==> src/rtl/cfu_simd_mac.sv <==
// Packed-SIMD multiply-accumulate CFU with a bank of accumulators and an input offset.
// Keeps the legacy single-cycle OR and serialises lane products over N busy cycles.
module cfu_simd_mac #(
  parameter int LANE_W       = 8,
  parameter int MACS_PER_CYC = 1,
  parameter int NUM_ACC      = 4
) (
  input  logic        clk_i,
  input  logic        rst_ni,
  input  logic        en_i,
  input  logic [2:0]  funct3_i,
  input  logic [6:0]  funct7_i,
  input  logic [31:0] src1_i,
  input  logic [31:0] src2_i,
  output logic        stall_o,
  output logic [31:0] rslt_o
);

  localparam int LANES = 32 / LANE_W;
  localparam int N     = LANES / MACS_PER_CYC;
  localparam int SEL_W = (NUM_ACC > 1) ? $clog2(NUM_ACC) : 1;
  localparam int ACC_N = 1 << SEL_W;
  localparam int CNT_W = (N > 1) ? $clog2(N) : 1;
  localparam int PW    = 2 * LANE_W + 2;
  localparam int EW    = (PW > 32) ? PW : 32;
  localparam int STEP  = MACS_PER_CYC * LANE_W;

  localparam logic [2:0] OP_OR     = 3'd0;
  localparam logic [2:0] OP_MAC    = 3'd1;
  localparam logic [2:0] OP_RD     = 3'd2;
  localparam logic [2:0] OP_CLR    = 3'd3;
  localparam logic [2:0] OP_SETOFF = 3'd4;
  localparam logic [2:0] OP_DOT    = 3'd5;

  typedef enum logic [1:0] {S_IDLE, S_BUSY, S_DONE} state_t;

  state_t                  r_state;
  logic [31:0]             r_acc [ACC_N];
  logic signed [LANE_W:0]  r_off;
  logic [31:0]             r_a;
  logic [31:0]             r_b;
  logic [31:0]             r_psum;
  logic [31:0]             r_rslt;
  logic                    r_isMac;
  logic [SEL_W-1:0]        r_sel;
  logic [CNT_W-1:0]        r_cnt;

  logic [SEL_W-1:0]        w_sel;
  logic                    w_issue;
  logic                    w_issueMulti;
  logic                    w_last;
  logic [31:0]             w_accSel;
  logic [31:0]             w_stepSum;
  logic signed [LANE_W+1:0] w_opA;
  logic signed [PW-1:0]    w_prod;
  logic signed [EW-1:0]    w_prodExt;
  logic                    w_unused;

  // Accumulator index wraps modulo NUM_ACC; only funct7[2:0] carries it.
  assign w_sel        = SEL_W'(funct7_i[2:0] & 3'(NUM_ACC - 1));
  assign w_accSel     = r_acc[w_sel];
  assign w_issue      = (r_state == S_IDLE) && en_i;
  assign w_issueMulti = w_issue && ((funct3_i == OP_MAC) || (funct3_i == OP_DOT));
  assign w_last       = (r_cnt == CNT_W'(N - 1));
  assign w_unused     = ^funct7_i[6:3];

  // Operand latches shift right each busy cycle, so the low lanes are always the next ones.
  always_comb begin
    w_stepSum = r_psum;
    w_opA     = '0;
    w_prod    = '0;
    w_prodExt = '0;
    for (int j = 0; j < MACS_PER_CYC; j++) begin
      w_opA     = $signed({{2{r_a[j*LANE_W+LANE_W-1]}}, r_a[j*LANE_W +: LANE_W]})
                + $signed({r_off[LANE_W], r_off});
      w_prod    = PW'(w_opA) * PW'($signed(r_b[j*LANE_W +: LANE_W]));
      w_prodExt = EW'(w_prod);
      w_stepSum = w_stepSum + w_prodExt[31:0];
    end
  end

  always_ff @(posedge clk_i or negedge rst_ni) begin
    if (!rst_ni) begin
      r_state <= S_IDLE;
      r_off   <= '0;
      r_a     <= '0;
      r_b     <= '0;
      r_psum  <= '0;
      r_rslt  <= '0;
      r_isMac <= 1'b0;
      r_sel   <= '0;
      r_cnt   <= '0;
      for (int i = 0; i < ACC_N; i++) r_acc[i] <= '0;
    end else begin
      case (r_state)
        S_IDLE: begin
          if (w_issue) begin
            case (funct3_i)
              OP_MAC, OP_DOT: begin
                r_state <= S_BUSY;
                r_a     <= src1_i;
                r_b     <= src2_i;
                r_isMac <= (funct3_i == OP_MAC);
                r_sel   <= w_sel;
                r_cnt   <= '0;
                r_psum  <= '0;
              end
              OP_CLR:    r_acc[w_sel] <= '0;
              OP_SETOFF: r_off <= src1_i[LANE_W:0];
              default: ;
            endcase
          end
        end
        S_BUSY: begin
          r_psum <= w_stepSum;
          r_a    <= r_a >> STEP;
          r_b    <= r_b >> STEP;
          r_cnt  <= r_cnt + CNT_W'(1);
          if (w_last) begin
            r_state <= S_DONE;
            r_rslt  <= r_isMac ? (r_acc[r_sel] + w_stepSum) : w_stepSum;
            if (r_isMac) r_acc[r_sel] <= r_acc[r_sel] + w_stepSum;
          end
        end
        S_DONE:  r_state <= S_IDLE;
        default: r_state <= S_IDLE;
      endcase
    end
  end

  // Outputs are gated by reset so nothing leaks onto the core's OR'd writeback path.
  always_comb begin
    rslt_o = '0;
    if (rst_ni) begin
      if (r_state == S_DONE) begin
        rslt_o = r_rslt;
      end else if (w_issue) begin
        case (funct3_i)
          OP_OR:         rslt_o = src1_i | src2_i;
          OP_RD, OP_CLR: rslt_o = w_accSel;
          default:       rslt_o = '0;
        endcase
      end
    end
  end

  assign stall_o = rst_ni && (w_issueMulti || (r_state == S_BUSY));

endmodule

==> config.mk <==
export PLATFORM = sky130hd
export DESIGN_NAME = cfu_simd_mac
export DESIGN_NICKNAME = d
export VERILOG_FILES = /design/src/rtl/cfu_simd_mac.sv
export SDC_FILE = /design/constraint.sdc
export NUM_CORES = 1
export LEC_CHECK = 0
export BUFFER_PORTS_ARGS = -buffer_cell sky130_fd_sc_hd__buf_2
export CAP_MARGIN = 20
export CORE_ASPECT_RATIO = 0.8
export CORE_UTILIZATION = 45
export DETAILED_ROUTE_END_ITERATION = 8
export SLEW_MARGIN = 20
export SYNTH_ARGS = -nofsm -noshare
export SYNTH_HDL_FRONTEND = slang
export SYNTH_SLANG_ARGS = --single-unit
==> constraint.sdc <==
create_clock -name clk_i -period 9.1 [get_ports clk_i]
set_input_delay 0.455 -clock clk_i [delete_from_list [all_inputs] [get_ports clk_i]]
set_output_delay 0.455 -clock clk_i [all_outputs]
set_load 0.02 [all_outputs]
After elaboration in Yosys (flattened, before gate mapping)

Cells that the tools add are included.

Register bits: 272
Bits of input ports: 77
Output and inout bits: 33
Word-level logic and storage cells: 95

Add/subtract/negate cells: 4
Multiply operators: 1
$lt $le $gt $ge: 4
Eq/ne operators: 13
Muxes and demuxes: 37
Bitwise logic cells: 5
Reduce and logical (&&, ||, !) cells: 18

Operators with widths:

| kind                                                        | number |
|---|---|
| two-way mux 128 bit                                         | 4 |
| two-way mux 32 bit                                          | 16 |
| case mux 128 bit (2 select lines)                           | 1 |
| case mux 32 bit (2 select lines)                            | 4 |
| AND 128 bit                                                 | 1 |
| binary-select mux 32 bit (select 2 bit)                     | 2 |
| bitwise mux 128 bit                                         | 1 |
| demux 32 bit (select 2 bit)                                 | 2 |
| NOT 128 bit                                                 | 1 |
| adder 32 bit                                                | 2 |
| bitwise OR 32 bit                                           | 1 |
| multiplier 10 x 8 -> 18 bit                                 | 1 |
| AND reduction 3 bit                                         | 4 |
| adder 8 x 9 -> 10 bit                                       | 1 |
| two-way mux 2 bit                                           | 5 |
| case mux 2 bit (2 select lines)                             | 2 |
| equality test 3 x 2 -> 1 bit (second input constant)        | 2 |
| equality test 3 bit (second input constant)                 | 2 |
| >= comparator 3 bit (second input constant)                 | 2 |
| less-than comparator 3 x 1 -> 1 bit (second input constant) | 2 |
| inequality test 2 bit (second input constant)               | 3 |
| NOT 2 -> 3 bit                                              | 2 |
| logical AND 1 bit                                           | 5 |
| AND reduction 5 bit                                         | 1 |
| other kinds (11)                                            | 15 |

Longest topological paths before layout

Gate-level depths: netlist (run 1).

Depth after elaboration: 10
Depth in mapped cells: 47
Mapped depth without buffers: 47

Worst setup path before layout (run 1)

OpenSTA, ideal clock, no wires.

Path type: register to register
Start: register r_off[0]
End: register r_acc[31] in the netlist's numbering
Library setup time: 0.121 ns
Arrival time: 9.398 ns
Data required time: 8.979 ns
Path slack: -0.419 ns
Cell stages (with the launch flop): 45
Cell sequence: dfrtp_1 > ha_1 > fa_1 > a21o_1 > a21oi_1 > o21bai_1 > a21oi_1 > o21bai_1 > a21oi_1 > xnor2_1 > nand2_1 > fa_1 > inv_1 > fa_1 > fa_1 > inv_1 > fa_1 > inv_1 > [... 9 more ...] > a21o_1 > a21o_1 > a21o_1 > nor3_1 > a21boi_2 > o21bai_1 > a21oi_1 > xnor2_1 > inv_1 > ha_1 > a21o_1 > a21o_1 > a21oi_1 > nor2b_1 > a311oi_4 > xnor2_2 > xnor2_2 > a22o_1

Word-level cells in the longest chain between the ends: 8

RTL lines:

| element                           | RTL line | text |
|---|---|---|
| start: declaration                | 39       | `logic signed [LANE_W:0] r_off;` |
| start signal: assignment          | 109      | `OP_SETOFF: r_off <= src1_i[LANE_W:0];` |
| adder 8 x 9 -> 10 bit             | 75       | `+ $signed({r_off[LANE_W], r_off});` |
| multiplier 10 x 8 -> 18 bit       | 76       | `w_prod = PW'(w_opA) * PW'($signed(r_b[j*LANE_W +: LANE_W]));` |
| adder 32 bit                      | 78       | `w_stepSum = w_stepSum + w_prodExt[31:0];` |
| adder 32 bit                      | 122      | `if (r_isMac) r_acc[r_sel] <= r_acc[r_sel] + w_stepSum;` |
| bitwise mux 128 bit               | 122      |  |
| two-way mux 128 bit               | 122      |  |
| two-way mux 128 bit               | 119      | `if (w_last) begin` |
| case mux 128 bit (2 select lines) | 95       | `case (r_state)` |
| end signal: indexed assignment    | 122      |  |
| end: declaration                  | 38       | `logic [31:0] r_acc [ACC_N];` |

Every way passes these cells. The select of a mux whose other input is x is not followed.
A chain may end at the register's enable or synchronous reset.

Final worst setup path (run 1)

Same ends and word-level chain as after synthesis.

==> results of run 1 <==
[area by class of cell]
class	instances	area [µm²]
clock buffer	39	846
fill	3746	18500
clock inverter	18	244
inverter	129	487
timing repair buffer	372	2580
multi-input combinational	1535	12900
tap	560	701
sequential	272	6810
[per-stage QoR]
step                      hold WS [ns]  setup TNS [ns]  setup slack [ns]  instances  util, %
after CTS                       0.0172        -0.00847          -0.00847       2906     55.4
after floorplan                  0.159               0          0.000314       2054        -
after detailed placement         0.471          -14.77            -0.527       2826     51.7
final                          -0.0467           -2.29            -0.175       2925     57.0
after global routing            0.0426          -18.76            -0.647       2925     57.0
after global placement           0.464           -6.08            -0.303       2826     51.7
[cells in the mapped netlist, types with 13 or more instances]
library cell	n
a22oi_1	34
inv_1	128
mux4_2	64
clkbuf_1	104
ha_1	115
a21o_1	47
buf_1	14
o21ai_0	113
dfrtp_1	272
nor2_1	139
o21a_1	13
xor2_1	31
a31oi_1	52
a22o_1	123
nand2b_1	17
a21oi_1	91
fa_1	63
xnor2_1	56
and2_1	52
mux2i_1	14
nand3_1	64
nor2b_1	47
nand2_1	274
[worst min path at each step]
stage / slack, ns / to / startpoint
after detailed placement: 0.47 / r_rslt[10] / r_rslt[10]
after floorplan: 0.16 / r_a[0] / rst_ni
final: -0.05 / r_acc[102] / rst_ni
after CTS: 0.02 / r_acc[102] / rst_ni
after global routing: 0.04 / r_acc[102] / rst_ni
after global placement: 0.46 / r_rslt[3] / r_rslt[3]
[worst max-delay path, delay by kind of cell, from the launching register on]
family | cells | cell delay, ns
compound gates | 23 | 4.17
xor+xnor | 5 | 0.71
fa+ha+maj | 8 | 2.91
buf+inv | 4 | 0.26
flops | 1 | 0.39
simple gates | 6 | 0.72
[cells by family (layout without fill, tap and decap cells)]
group | after synthesis | in the layout | synth area share (%)
compound gates | 544 | 544 | 19.3
xor+xnor | 91 | 91 | 4.25
fa+ha+maj | 178 | 178 | 13.8
buf+inv | 247 | 558 | 4.72
flops | 272 | 272 | 34.7
mux | 87 | 87 | 8.58
simple gates | 635 | 635 | 14.7
[sequential cells by signal (all words and copies together) (netlist names)]
| register | count |
|---|---|
| r_a | 32 |
| r_sel | 2 |
| r_isMac | 1 |
| r_cnt | 2 |
| r_acc | 128 |
| r_b | 32 |
| r_psum | 32 |
| r_state | 2 |
| r_off | 9 |
| r_rslt | 32 |
[metal layers]
layer  GRT usage (%)  part of all wire [%]  wire, µm  up-vias
met2            45.7                    46     30400      650
met5               0                 0.041        27        -
met1            42.3                    44     29300     8821
li1                -                     -         -     7836
met3            4.06                   6.6      4380      117
met4            8.20                   3.1      2070        4
[timing repair]
action                                 CTS  global route
setup endpoints to repair               49            85
cloned                                   0             0
pin swaps                               57            99
gates resized for setup                 67           105
setup buffers                           23            20
endpoints found under the hold margin    0             0
==> impl_metrics.toml, run 1 <==
[job]
maxCapViolations = 0

[global_routing]
track_usage_pct = 29.2
globalRouteOverflowTotal = 0
grt_pass1_wl_um = 101000
grt_pass1_vias = 17300
grt_max_degree = 121
antenna_found_initial = 2

[setup_path]
critical_path_arrival_ns = 9.77
required_ns = 9.59
crit_fanout = 4
cp-endpoint = "r_acc[31]"
end_kind = "flip-flop"
rr_startpoint = "r_off[0]"
startpoint_type = "flip-flop"
critPathLaunch = "r_off[0]"
cp_slowest_stage_delay_ns = 0.52
rrSetupSlack_ns = -0.17
r2r-end = "r_acc[31]"
crit_slowest_cell = "fa_1"
critPathKind = "reg2reg"
reg2reg_depth = 46

[clocking]
clockBufferDepth = 3
htreeDepth = 1
holdBufCountCts = 0
numCtsBuffers = 31
cts-root-buf = "clkbuf_16"
cts_tree = "yes"
cts.clk_slew.worst_paths_ns = 0.06
cts_sinks = 272
clock_latency_ns = 0.61

[sta]
worst_slack_ns = -0.175
timing.hold.ws_ns = -0.0467
post-route-min-period_ns = 9.27
finalSetupViolations = 28
tightestPinTransition_ns = 1.16
maxSlewViolCount = 0
grt_setup_unrepaired = "true"
max_freq_ghz = 0.108
skew_ns = 0.0265
maxSlewHeadroom_pct = 22.6
final_hold_viol_count = 15
period_share_pct = 102

[yosys]
synth_largest_area_cell = "dfrtp_1"
ys_types = 72
ys_seq_area_share_pct = 34.7
postSynthCellCount = 2054
synth-edff-count = 0
synth_top_cell_area_share_pct = 34.7
syn_avg_cell_area_um2 = 9.55
synth_flop_cell = "dfrtp_1"
ys_ff_latch = 272
syn_area_mm2 = 0.0196
synth_top_cells_by_area = "dfrtp_1, mux4_2, ha_1, fa_1, a22o_1"
yosys_warnings = 0
syn_nets = 2309
ys_async_sr_fraction_pct = 100

[drt]
drt.antenna.violating_nets = 0
routed_via_density = 5.96
firstDrtPassIters = 5
drc = 0
routedWlPerCell_um = 22.6
first_iter_violations = 1632
routed_wl_um = 66100
vias = 17400

[place]
portBuffers = 104
dpl-instance-area_mm2 = 0.0222
dp_hpwl_um = 44900
gp_routability_congestion = 0.935

[cells_and_area]
final_cell_mix = "nand2_1, dfrtp_1, buf_4, nor2_1, a22o_1"
drive_above_1_share_pct = 28.4
final_area_mm2 = 0.0246
antenna_cells = 0
area_growth_syn_to_layout_pct = 25.1
nNetsFinal = 2596

[run_status]
status = "finished, violations left"
violations = "negative hold slack, negative setup slack"

[floorplan]
io_pins = 110
fp-row-count = 68
core_mm2 = 0.0431
initial_core_util_pct = 45.6
dieArea_mm2 = 0.0444
die_width_um = 235
die_y_um = 189

[worst_hold_path]
hold_path.class = "in2async"
Power of run 1 is not shown: default switching activity piles up to over one toggle a cycle in this logic, so the estimate is an artifact.
==> run 2: changes to the inputs <==
- CELL_PAD_IN_SITES_DETAIL_PLACEMENT: unset -> 0
- CELL_PAD_IN_SITES_GLOBAL_PLACEMENT: unset -> 1
- CORE_UTILIZATION: 45 -> 44
- PLACE_DENSITY_LB_ADDON: unset -> 0.1
==> run 2 against run 1 <==
The run ends with negative setup slack left. Register-to-register slack hardly changed. Fmax is 0.13% higher. Via count is 1.9% lower. Utilization is 0.69 points lower. Cell area hardly changed. Final cell count is 0.89% higher. Clock skew is 0.0053 ns higher. Sequential share of layout area hardly changed. Critical path depth is 1 lower. Wire length is 0.43% lower. Global-route usage is 0.16 points lower. Critical path type unchanged. Highest routed layer unchanged.
==> impl_metrics.toml, run 2 (synthesis results as in run 1) <==
[sta]
max_freq_ghz = 0.108
grt_setup_unrepaired = "true"
skew_ns = 0.0318
post-route-min-period_ns = 9.26
worst_slack_ns = -0.163
setup_tns_ns = -1.88
finalSetupViolations = 29
maxSlewViolCount = 0
maxSlewHeadroom_pct = 20.6
tightestPinTransition_ns = 1.19
final_hold_viol_count = 0
period_share_pct = 102

[place]
dp_hpwl_um = 45900
gp_routability_congestion = 0.890
portBuffers = 104

[drt]
drt.antenna.violating_nets = 0
first_iter_violations = 1277
routed_via_density = 5.79
routedWlPerCell_um = 22.3
drc = 0
routed_wl_um = 65800
vias = 17100
firstDrtPassIters = 6

[worst_hold_path]
whs_path_depth = 3
hold_path.class = "in2reg"
hold_end = "r_a[30]"
worstHoldStart = "src1_i[30]"

[global_routing]
track_usage_pct = 29.0
grt_max_degree = 103
globalRouteOverflowTotal = 0
grt_pass1_wl_um = 101000
antenna_found_initial = 1
grt_pass1_vias = 17000

[floorplan]
io_pins = 110
initial_core_util_pct = 45.0
fp-row-count = 68
die_width_um = 238
dieArea_mm2 = 0.0455
die_y_um = 191
core_mm2 = 0.0436

[run_status]
violations = "negative setup slack"
status = "finished, violations left"

[setup_path]
startpoint_type = "flip-flop"
crit_fanout = 4
critical_path_arrival_ns = 9.70
rrSetupSlack_ns = -0.16
r2r-end = "r_acc[62]"
cp_slowest_stage_delay_ns = 0.53
crit_slowest_cell = "fa_1"
reg2reg_depth = 45
critPathKind = "reg2reg"
required_ns = 9.53
end_kind = "flip-flop"
rr_startpoint = "r_off[1]"

[clocking]
clockBufferDepth = 3
htreeDepth = 2
numCtsBuffers = 34
cts_sinks = 272
clock_latency_ns = 0.55
cts.clk_slew.worst_paths_ns = 0.06
cts_tree = "yes"
cts-root-buf = "clkbuf_16"

[job]
maxCapViolations = 0

[cells_and_area]
nNetsFinal = 2586
area_growth_syn_to_layout_pct = 25.1
antenna_cells = 0
regMostFlops = "r_acc"
largest_reg_flops = 128
layout_commonest_cell = "dfrtp_1"
final_cell_mix = "dfrtp_1, nand2_1, buf_4, nor2_1, a22o_1"
drive_above_1_share_pct = 27.5
[run 2: changes by cell type in the layout (fill, tap and decap cells not counted), moves of 3 or more]
cell | previous run | this run
buf_4 | 258 | 240
clkinv_2 | 8 | 3
buf_6 | 9 | 13
clkbuf_16 | 31 | 35
clkbuf_1 | 4 | 7
ha_4 | 22 | 19
nand2_2 | 4 | 7
o21ai_1 | 16 | 19
xnor2_1 | 36 | 39
xnor2_2 | 21 | 18
[run 2: cell type report]
type	count	area (µm²)
tap	595	744
inverter	129	489
clock inverter	15	288
clock buffer	46	957
sequential	272	6810
timing repair buffer	359	2510
multi-input combinational	1535	12700
fill	3907	19000
[run 2: worst max path at each step]
stage | startpoint | end | depth (start not counted)
4_1_cts | r_a[1] | r_acc[63] | 46
3_5_place_dp | r_off[0] | r_acc[30] | 44
5_1_grt | r_off[1] | r_acc[94] | 48
6_report | r_off[1] | r_acc[62] | 45
3_3_place_gp | r_off[0] | r_acc[31] | 45
2_1_floorplan | r_off[1] | r_acc[31] | 45
[run 2: timing repair]
item / in CTS / in global routing
buffers inserted: 24 / 13
cloned: 0 / 0
endpoints found under the hold margin: 1 / 0
hold buffers: 1 / 0
resized for setup: 90 / 71
pin swaps: 98 / 77
setup endpoints to repair: 51 / 85
[run 2: through the flow]
stage	hold WS, ns	utilization (%)	area, µm²	worst slack [ns]	std cells
2_1_floorplan	0.159	-	19700	0.000314	2054
3_3_place_gp	0.466	51.0	22200	-0.400	2851
3_5_place_dp	0.471	51.0	22200	-0.642	2851
4_1_cts	0.129	55.5	24200	-0.0522	2937
5_1_grt	0.150	56.3	24500	-0.505	2951
6_report	0.142	56.3	24500	-0.163	2951
[run 2: layer usage]
metal | GRT usage (%) | wire length (µm) | vias to the layer above
met1 | 41.9 | 30400 | 8617
li1 | - | - | 7831
met3 | 4.99 | 4310 | 88
met5 | 0 | 14 | -
met2 | 45.3 | 29500 | 558
met4 | 7.37 | 1570 | 2
[run 2: critical path: cells and delay by family (launching register included)]
family,cells,cell delay (ns)
XOR/XNOR,3,0.48
AND/OR/NAND/NOR,6,0.71
adder cells (fa/ha/maj),8,3.18
AO/OA/AOI/OAI,20,3.54
flip-flops,1,0.38
buffers and inverters,8,0.90
Power of run 2 is left out for the same reason.
==> run 3: changes to the inputs <==
--- a/constraint.sdc
+++ b/constraint.sdc
@@ -3,2 +3,2 @@
 set_output_delay 0.455 -clock clk_i [all_outputs]
-set_load 0.02 [all_outputs]
+set_load 0.01 [all_outputs]
==> run 3 against run 2 <==
The flow still finishes with violations (negative setup slack). Non-clock buffer count decreased by 10. Fmax up 0.58%. Register-to-register slack improved by 0.05 ns. Worst setup slack improved by 0.053 ns. Via count down 0.68%. Wire length is 1.3% lower. Utilization fell by 0.26 points. Die area unchanged. Sequential cell count is the same. Sequential share of layout area up 0.13 points. Count of clock-buffer cells in the layout up 4.
==> impl_metrics.toml, run 3 (synthesis results as in run 1) <==
[global_routing]
antenna_found_initial = 6
grt_max_degree = 143
grt_pass1_wl_um = 100000
track_usage_pct = 29.0
grt_pass1_vias = 16900
globalRouteOverflowTotal = 0

[floorplan]
core_mm2 = 0.0436
initial_core_util_pct = 45.0
io_pins = 110
fp-row-count = 68
die_y_um = 191
dieArea_mm2 = 0.0455
die_width_um = 238

[setup_path]
cp-endpoint = "r_acc[31]"
required_ns = 9.53
r2r-end = "r_acc[31]"
critical_path_arrival_ns = 9.64
startpoint_type = "flip-flop"
critPathLaunch = "r_a[0]"
crit_fanout = 4
end_kind = "flip-flop"
crit_slowest_cell = "fa_1"
rrSetupSlack_ns = -0.11
rr_startpoint = "r_a[0]"
reg2reg_depth = 46
critPathKind = "reg2reg"
cp_slowest_stage_delay_ns = 0.56

[drt]
routed_via_density = 5.77
firstDrtPassIters = 5
drc = 0
routedWlPerCell_um = 22.1
drt.antenna.violating_nets = 0
routed_wl_um = 65000
first_iter_violations = 1329
vias = 17000

[cells_and_area]
final_cell_mix = "nand2_1, dfrtp_1, buf_4, nor2_1, a22o_1"
fillCellCount = 3954
nNetsFinal = 2576
largest_reg_flops = 128
regMostFlops = "r_acc"
layout_commonest_cell = "nand2_1"
multi_input_area_mm2 = 0.0128
area_growth_syn_to_layout_pct = 24.5
drive_above_1_share_pct = 27.7
layout.area.seq_mm2 = 0.00681

[sta]
finalSetupViolations = 25
maxSlewViolCount = 0
final_hold_viol_count = 0
worst_slack_ns = -0.110
maxSlewHeadroom_pct = 21.7
tightestPinTransition_ns = 1.17
skew_ns = 0.0185
max_freq_ghz = 0.109
post-route-min-period_ns = 9.21
period_share_pct = 101
timing.hold.ws_ns = 0.127
grt_setup_unrepaired = "true"

[clocking]
clock_latency_ns = 0.55
cts.clk_slew.worst_paths_ns = 0.06
cts_tree = "yes"
htreeDepth = 2
cts_sinks = 272
cts-root-buf = "clkbuf_16"
clockBufferDepth = 3
numCtsBuffers = 34

[place]
dp_hpwl_um = 45300
portBuffers = 104
gp_routability_congestion = 0.885

[worst_hold_path]
hold_path.class = "in2reg"

[run_status]
violations = "negative setup slack"
status = "finished, violations left"

[job]
maxCapViolations = 0
-- run 3: through the flow --
| stage | worst slack [ns] | area [µm²] | std cells | setup TNS, ns | util [%] |
|---|---|---|---|---|---|
| after floorplan | 0.000314 | 19700 | 2054 | 0 | - |
| after global placement | -0.372 | 22200 | 2845 | -10.75 | 50.9 |
| after detailed placement | -0.553 | 22200 | 2845 | -17.94 | 50.9 |
| after CTS | -0.0118 | 23900 | 2923 | -0.0124 | 54.8 |
| after global routing | -0.565 | 24400 | 2941 | -21.43 | 56.1 |
| final | -0.110 | 24400 | 2942 | -1.34 | 56.1 |
-- run 3: worst min path at each step --
stage | start | endpoint | slack [ns] | depth (start not counted)
final | src2_i[30] | r_b[30] | 0.13 | 3
after global routing | src2_i[30] | r_b[30] | 0.13 | 3
after CTS | src2_i[30] | r_b[30] | 0.10 | 3
after detailed placement | r_rslt[8] | r_rslt[8] | 0.47 | 2
after global placement | r_rslt[27] | r_rslt[27] | 0.46 | 2
after floorplan | rst_ni | r_a[0] | 0.16 | 0
-- run 3: per-layer routing --
metal	up-vias	routed length [µm]	track usage, %
met5	-	39	0
met4	6	1670	7.77
met3	101	4430	5.57
met2	558	28700	44.1
met1	8493	30100	42.1
li1	7821	-	-
-- run 3: cell type report --
class / count / area share, %
inverters: 129 / 1.99
diodes: 1 / 0.0102
multi-input cells: 1535 / 52.4
flip-flops and latches: 272 / 27.9
clock buffers: 50 / 4.27
clock inverters: 11 / 0.476
repair buffers: 349 / 9.92
well taps: 595 / 3.05
-- run 3: critical path, delay by kind of cell (launching register included) --
family                   cells  cell delay, ns
adder cells (fa/ha/maj)      9            3.33
AND/OR/NAND/NOR              6            0.64
AO/OA/AOI/OAI               17            3.08
buffers and inverters        9            0.99
flip-flops                   1            0.39
XOR/XNOR                     5            0.68
-- run 3: repair_timing --
action | 4_1_cts | 5_1_grt
endpoints found under the setup margin | 49 | 86
hold buffers | 1 | 0
endpoints found under the hold margin | 85 | 0
resized for setup | 78 | 89
pin swaps | 69 | 100
setup buffers | 16 | 20
Power of run 3 is left out for the same reason.
